`config.mk`:
```
export PLATFORM = sky130hd
export DESIGN_NAME = dmem_bridge_flat
export DESIGN_NICKNAME = d
export VERILOG_FILES = /design/src/rtl/dmem_bridge_if.sv /design/src/rtl/dmem_bridge.sv /design/src/flat_wrapper.sv
export SDC_FILE = /design/constraint.sdc
export NUM_CORES = 1
export LEC_CHECK = 0
export ABC_AREA = 1
export CORE_MARGIN = 2
export CORE_UTILIZATION = 55
export CTS_CLUSTER_SIZE = 20
export DETAILED_ROUTE_END_ITERATION = 12
export DONT_BUFFER_PORTS = 1
export PLACE_DENSITY = 0.81
export SYNTH_ARGS = -nofsm -noshare
export SYNTH_HDL_FRONTEND = slang
export SYNTH_SLANG_ARGS = --single-unit
```
`constraint.sdc`:
```
create_clock -name clk -period 1.9 [get_ports clk]
set_input_delay 0.38 -clock clk [delete_from_list [all_inputs] [get_ports clk]]
set_output_delay 0.38 -clock clk [all_outputs]
set_load 0.005 [all_outputs]
```
`src/rtl/dmem_bridge_if.sv`:
```
// Request/grant/rvalid bus between the data-memory bridge (master) and the SRAM side (slave).
interface dmem_bridge_if;
    logic        mem_req;
    logic        mem_we;
    logic [31:0] mem_addr;
    logic [31:0] mem_wdata;
    logic        mem_gnt;
    logic        mem_rvalid;
    logic [31:0] mem_rdata;

    modport master (
        output mem_req, mem_we, mem_addr, mem_wdata,
        input  mem_gnt, mem_rvalid, mem_rdata
    );

    modport slave (
        input  mem_req, mem_we, mem_addr, mem_wdata,
        output mem_gnt, mem_rvalid, mem_rdata
    );
endinterface

```
`src/rtl/dmem_bridge.sv`:
```
// Data-memory bridge: single-cycle CPU data port onto a request/grant/rvalid bus, with a
// one-entry posted write buffer, read-after-write forwarding and a read-response timeout.
module dmem_bridge #(
    parameter int unsigned TIMEOUT  = 255,
    parameter logic [31:0] ERR_WORD = 32'hDEADBEEF
) (
    input  logic          clk,
    input  logic          rst,
    input  logic          data_read,
    input  logic          data_write,
    input  logic [31:0]   data_addr,
    input  logic [31:0]   data_in,
    output logic [31:0]   data_out,
    output logic          stall,
    output logic          bus_err,
    dmem_bridge_if.master bus
);
    localparam int unsigned    CntW   = $clog2(TIMEOUT + 1);
    localparam logic [CntW-1:0] CntMax = CntW'(TIMEOUT);

    typedef enum logic [1:0] {StIdle, StRdReq, StRdWait, StRdDone} state_e;

    state_e          state_q, state_d;
    logic            wv_q, wv_d;
    logic [29:0]     wbuf_addr_q, wbuf_addr_d;
    logic [31:0]     wbuf_data_q, wbuf_data_d;
    logic [CntW-1:0] cnt_q, cnt_d, cnt_inc;
    logic [31:0]     out_q, out_d;
    logic            err_q, err_d;
    logic            is_rd, hit;
    logic            unused_addr_bits;

    assign unused_addr_bits = ^data_addr[1:0];

    // A simultaneous read and write is treated as a write.
    assign is_rd    = data_read & ~data_write;
    assign hit      = is_rd & wv_q & (data_addr[31:2] == wbuf_addr_q);
    assign data_out = hit ? wbuf_data_q : out_q;
    assign bus_err  = err_q;

    always_comb begin
        state_d       = state_q;
        wv_d          = wv_q;
        wbuf_addr_d   = wbuf_addr_q;
        wbuf_data_d   = wbuf_data_q;
        cnt_d         = cnt_q;
        out_d         = out_q;
        err_d         = err_q;
        cnt_inc       = (cnt_q == CntMax) ? cnt_q : cnt_q + CntW'(1);
        stall         = 1'b0;
        bus.mem_req   = 1'b0;
        bus.mem_we    = 1'b0;
        bus.mem_addr  = '0;
        bus.mem_wdata = '0;

        // The buffered write owns the bus whenever it is valid.
        if (wv_q) begin
            bus.mem_req   = 1'b1;
            bus.mem_we    = 1'b1;
            bus.mem_addr  = {wbuf_addr_q, 2'b00};
            bus.mem_wdata = wbuf_data_q;
            if (bus.mem_gnt) begin
                wv_d = 1'b0;
            end
        end

        case (state_q)
            StIdle: begin
                if (data_write) begin
                    stall = wv_q & ~bus.mem_gnt;
                end else if (is_rd && !hit) begin
                    stall = 1'b1;
                    if (!wv_q) begin
                        // Empty buffer: issue the read straight away to save a cycle.
                        bus.mem_req  = 1'b1;
                        bus.mem_addr = {data_addr[31:2], 2'b00};
                        cnt_d        = '0;
                        state_d      = bus.mem_gnt ? StRdWait : StRdReq;
                    end else if (bus.mem_gnt) begin
                        state_d = StRdReq;
                    end
                end
            end
            StRdReq: begin
                stall        = 1'b1;
                bus.mem_req  = 1'b1;
                bus.mem_addr = {data_addr[31:2], 2'b00};
                if (bus.mem_gnt) begin
                    cnt_d   = '0;
                    state_d = StRdWait;
                end
            end
            StRdWait: begin
                stall = 1'b1;
                cnt_d = cnt_inc;
                if (bus.mem_rvalid) begin
                    out_d   = bus.mem_rdata;
                    state_d = StRdDone;
                end else if (cnt_inc == CntMax) begin
                    out_d   = ERR_WORD;
                    err_d   = 1'b1;
                    state_d = StRdDone;
                end
            end
            StRdDone: begin
                state_d = StIdle;
            end
            default: begin
                state_d = StIdle;
            end
        endcase

        if (data_write && !stall) begin
            wv_d        = 1'b1;
            wbuf_addr_d = data_addr[31:2];
            wbuf_data_d = data_in;
        end

        // A forwarded load becomes the value data_out holds afterwards.
        if (hit) begin
            out_d = wbuf_data_q;
        end

        if (!rst) begin
            stall         = 1'b0;
            bus.mem_req   = 1'b0;
            bus.mem_we    = 1'b0;
            bus.mem_addr  = '0;
            bus.mem_wdata = '0;
        end
    end

    always_ff @(posedge clk or negedge rst) begin
        if (!rst) begin
            state_q     <= StIdle;
            wv_q        <= 1'b0;
            wbuf_addr_q <= '0;
            wbuf_data_q <= '0;
            cnt_q       <= '0;
            out_q       <= '0;
            err_q       <= 1'b0;
        end else begin
            state_q     <= state_d;
            wv_q        <= wv_d;
            wbuf_addr_q <= wbuf_addr_d;
            wbuf_data_q <= wbuf_data_d;
            cnt_q       <= cnt_d;
            out_q       <= out_d;
            err_q       <= err_d;
        end
    end
endmodule

```
`src/flat_wrapper.sv`:
```
// flat-port wrapper written by rule: the top's interface ports become plain ports
module dmem_bridge_flat 
#(
    parameter int unsigned TIMEOUT  = 255,
    parameter logic [31:0] ERR_WORD = 32'hDEADBEEF
)
  (clk, rst, data_read, data_write, data_addr, data_in, data_out, stall, bus_err, bus_mem_req, bus_mem_we, bus_mem_addr, bus_mem_wdata, bus_mem_gnt, bus_mem_rvalid, bus_mem_rdata);
  dmem_bridge_if bus_i ();
  input  logic clk;
  input  logic rst;
  input  logic data_read;
  input  logic data_write;
  input  logic [31:0] data_addr;
  input  logic [31:0] data_in;
  output logic [31:0] data_out;
  output logic stall;
  output logic bus_err;
  output wire logic [$bits(bus_i.mem_req)-1:0] bus_mem_req;
  output wire logic [$bits(bus_i.mem_we)-1:0] bus_mem_we;
  output wire logic [$bits(bus_i.mem_addr)-1:0] bus_mem_addr;
  output wire logic [$bits(bus_i.mem_wdata)-1:0] bus_mem_wdata;
  input wire logic [$bits(bus_i.mem_gnt)-1:0] bus_mem_gnt;
  input wire logic [$bits(bus_i.mem_rvalid)-1:0] bus_mem_rvalid;
  input wire logic [$bits(bus_i.mem_rdata)-1:0] bus_mem_rdata;
  assign bus_mem_req = bus_i.mem_req;
  assign bus_mem_we = bus_i.mem_we;
  assign bus_mem_addr = bus_i.mem_addr;
  assign bus_mem_wdata = bus_i.mem_wdata;
  assign bus_i.mem_gnt = bus_mem_gnt;
  assign bus_i.mem_rvalid = bus_mem_rvalid;
  assign bus_i.mem_rdata = bus_mem_rdata;
  dmem_bridge #(.TIMEOUT(TIMEOUT), .ERR_WORD(ERR_WORD)) u_core (.clk(clk), .rst(rst), .data_read(data_read), .data_write(data_write), .data_addr(data_addr), .data_in(data_in), .data_out(data_out), .stall(stall), .bus_err(bus_err), .bus(bus_i));
endmodule
```
==> impl_metrics.env <==
export IMPL_rows=41
export IMPL_end_kind="primary output"
export IMPL_viasPerCell=6.271
export IMPL_placement_cell_area_um2=7909
export IMPL_finClkSkew_ns=0.01440
export IMPL_ant_nets=0
export IMPL_hp_class="input pin to async pin"
export IMPL_max_cap_violations=0
export IMPL_clock_sinks=106
export IMPL_postRouteWirelength_um=29700
export IMPL_reg2reg_from="u_core.wbuf_addr_q[28]"
export IMPL_synth_cell_types=31
export IMPL_r2r_end="u_core.wbuf_data_q[10]"
export IMPL_r2r_cells=18
export IMPL_drtIter0Drc=1200
export IMPL_drc=0
export IMPL_clk_pin_slew_ns=0.07
export IMPL_ys_warn_count=0
export IMPL_cts_buffers=9
export IMPL_async_flop_share_pct=100.0
export IMPL_design_area_um2=10500
export IMPL_status="finished with violations"
export IMPL_io_pins=202
export IMPL_period_needed_ns=2.701
export IMPL_critical_path_class="flip-flop to primary output"
export IMPL_cts_tree="built"
export IMPL_hold_viol_final=106
export IMPL_overflow=0
export IMPL_max_stage_delay_ns=0.46
export IMPL_die_w_um=118.5
export IMPL_arrival_ns=2.32
export IMPL_violations="negative hold slack, negative setup slack"
export IMPL_core_area_um2=12720
export IMPL_dp_hpwl_um=14200
export IMPL_layout_setup_ws_ns=-0.8008
export IMPL_drive_above_1_share_pct=36.65
export IMPL_path_max_fanout=7
export IMPL_dp_slack_ns=-0.2621
export IMPL_antenna_found_initial=0
export IMPL_grt_max_degree=109
export IMPL_synth_edf_count=0
export IMPL_synth_seq_cells=106
export IMPL_grt_pass1_vias=7425
export IMPL_netlist_area_um2=7214
export IMPL_insertion_delay_ns=0.37
export IMPL_clockRootBuffer="clkbuf_16"
export IMPL_initial_core_util_pct=56.71
export IMPL_worstPathRequired_ns=1.52
export IMPL_grt_pass1_wl_um=38290
export IMPL_die_area_um2=14050
export IMPL_crit_slowest_cell="dfrtp_1"
export IMPL_r2r_slack_ns=-0.63
export IMPL_rsz0062_at_grt="yes"
export IMPL_min_period_over_period_pct=142.1
export IMPL_synthCells=1118
export IMPL_path_cells="inv_2 > nand2_2 > nand2_1 > nand2_1 > nor2_1 > nand2_1 > nor2_2 > nand2_4 > nand3_4 > buf_12 > nor2_1 > o21ai_1 > inv_1"
export IMPL_cts_buffer_depth=2
export IMPL_firstDrtPassIters=7
export IMPL_num_vias=8641
export IMPL_power_leakage_nw=5.127
export IMPL_finalNetCount=1308
export IMPL_critPathLaunchType="flip-flop"
export IMPL_whs_ns=-0.2891
export IMPL_fmax_mhz=370.3
export IMPL_wl_per_cell_um=21.55
export IMPL_syn2layout_area_growth_pct=45.47
export IMPL_ir_drop_mv=0.9567
export IMPL_die_y_um=118.5
export IMPL_antennaDiodeCount=0
export IMPL_grt_usage_pct=33.93
export IMPL_setup_viol=163
export IMPL_crit_top_cell="nand2_1"
export IMPL_synthFlopType="dfrtp_1"
export IMPL_gp_congestion=0.8907
export IMPL_slew_violations=0
export IMPL_p_per_area_nw_per_um2=1765
export IMPL_io_buffers=0
export IMPL_htree_levels=3
export IMPL_yosysSeqAreaShare_pct=36.77
export IMPL_avgSynthCellArea_um2=6.453
==> where the power goes <==
| part | internal (W) | switching, W | leakage (nW) |
|---|---|---|---|
| Clock | 0.000897 | 0.000940 | 0.134 |
| Combinational | 0.00566 | 0.00665 | 3.68 |
| Sequential | 0.00328 | 0.00109 | 1.32 |
| Total | 0.00984 | 0.00868 | 5.13 |
==> cell usage in the layout (no fill, tap or decap), types with 3 or more instances in the layout <==
| cell type | n |
|---|---|
| buf_12 | 31 |
| buf_8 | 4 |
| inv_1 | 93 |
| nand3_2 | 37 |
| a21oi_1 | 63 |
| buf_16 | 13 |
| o21ai_1 | 50 |
| nand2_4 | 67 |
| nand2_2 | 100 |
| inv_2 | 5 |
| o21ai_4 | 3 |
| nor2_2 | 13 |
| nor2_4 | 5 |
| clkbuf_16 | 14 |
| dfrtp_1 | 105 |
| o21ai_0 | 65 |
| nand3_1 | 50 |
| clkinv_2 | 3 |
| nor2_1 | 76 |
| buf_4 | 77 |
| xor2_1 | 4 |
| buf_6 | 15 |
| o21ai_2 | 38 |
| nand2_1 | 227 |
| xnor2_1 | 20 |
==> per-layer routing <==
metal  part of all wire [%]  global-route usage, %  wire length (um)  vias to the layer above
li1                       -                      -                 -                     3715
met2                     48                  54.89             14250                      713
met4                    5.5                  15.92              1626                        0
met5                      0                      0                 0                        -
met3                     11                  6.178              3150                      182
met1                     36                  44.05             10670                     4031
==> cell families (layout without fill, tap and decap cells) <==
kind of cell | after synthesis | count (layout) | synth area share [%]
xor gates and xnor gates | 27 | 27 | 3.278
DFF | 106 | 106 | 36.77
AOI/OAI and AO/OA | 224 | 224 | 15.71
adders and majority gates | 5 | 5 | 0.8672
buffers and inverters | 175 | 261 | 10.70
other | 1 | 2 | 0.05198
and+or+nand+nor | 580 | 581 | 32.62
==> stage by stage <==
stage	util, %	total power [W]	std cells	setup TNS (ns)
after floorplan	-	0.008670	1119	-1.001
after global placement	62.17	0.01088	1306	-17.82
after detailed placement	62.17	0.01113	1306	-24.79
after CTS	74.23	0.01632	1365	-56.91
after global routing	82.49	0.01935	1378	-104.76
final	82.49	0.01852	1378	-95.99
==> repair_timing <==
item | CTS | global route
buffers inserted | 25 | 14
endpoints found under the hold margin | 106 | 106
pin swaps | 49 | 65
endpoints found under the setup margin | 194 | 168
cloned | 19 | 10
resized for setup | 174 | 302
==> critical path: cells and delay by family (launching register included) <==
kind,cells,cell delay (ns)
AOI/OAI and AO/OA,1,0.16
buffers and inverters,3,0.35
DFF,1,0.46
and+or+nand+nor,9,1.00
==> layout make-up <==
type	count	area (um2)
clock buffer	10	229.0
clock inverter	6	42.54
fill	690	2227
inverter	99	379.1
multi-input combinational	839	5032
sequential	106	2654
tap	172	215.2
timing repair buffer	146	1943
==> worst max-delay path by stage <==
stage,startpoint,to,slack (ns),cells after the start
global placement,data_write,bus_mem_addr[9],-0.22,13
finish,u_core.wbuf_addr_q[28],bus_mem_addr[3],-0.80,13
detailed placement,data_write,bus_mem_addr[29],-0.26,13
floorplan,u_core.state_q[0],bus_mem_addr[31],-0.04,8
CTS,u_core.wbuf_addr_q[5],data_out[20],-0.55,9
global route,u_core.wbuf_addr_q[28],bus_mem_addr[8],-0.85,13
==> flip-flops by register name (all words and copies together), names as in the netlist <==
register	count
u_core.wbuf_addr_q	30
u_core.state_q	2
u_core.wbuf_data_q	32
u_core.cnt_q	8
u_core.out_q	32
u_core.wv_q	1
u_core.bus_err	1
==> cell usage after synthesis, types with 3 or more instances <==
| library cell | n | area [um2] |
|---|---|---|
| inv_1 | 97 | 364.1 |
| clkbuf_1 | 45 | 168.9 |
| o21ai_1 | 13 | 65.06 |
| nand2_4 | 3 | 33.78 |
| nor2_1 | 91 | 341.6 |
| buf_2 | 12 | 60.06 |
| nand2_1 | 390 | 1464 |
| ha_1 | 5 | 62.56 |
| xor2_1 | 5 | 43.79 |
| buf_1 | 3 | 11.26 |
| dfrtp_1 | 106 | 2653 |
| nand3_1 | 84 | 420.4 |
| nand3_2 | 4 | 40.04 |
| buf_4 | 6 | 45.04 |
| o21ai_0 | 143 | 715.7 |
| a21oi_1 | 63 | 315.3 |
| xnor2_1 | 22 | 192.7 |
| buf_6 | 10 | 112.6 |
No activity file was read; power rests on OpenSTA's default activity.
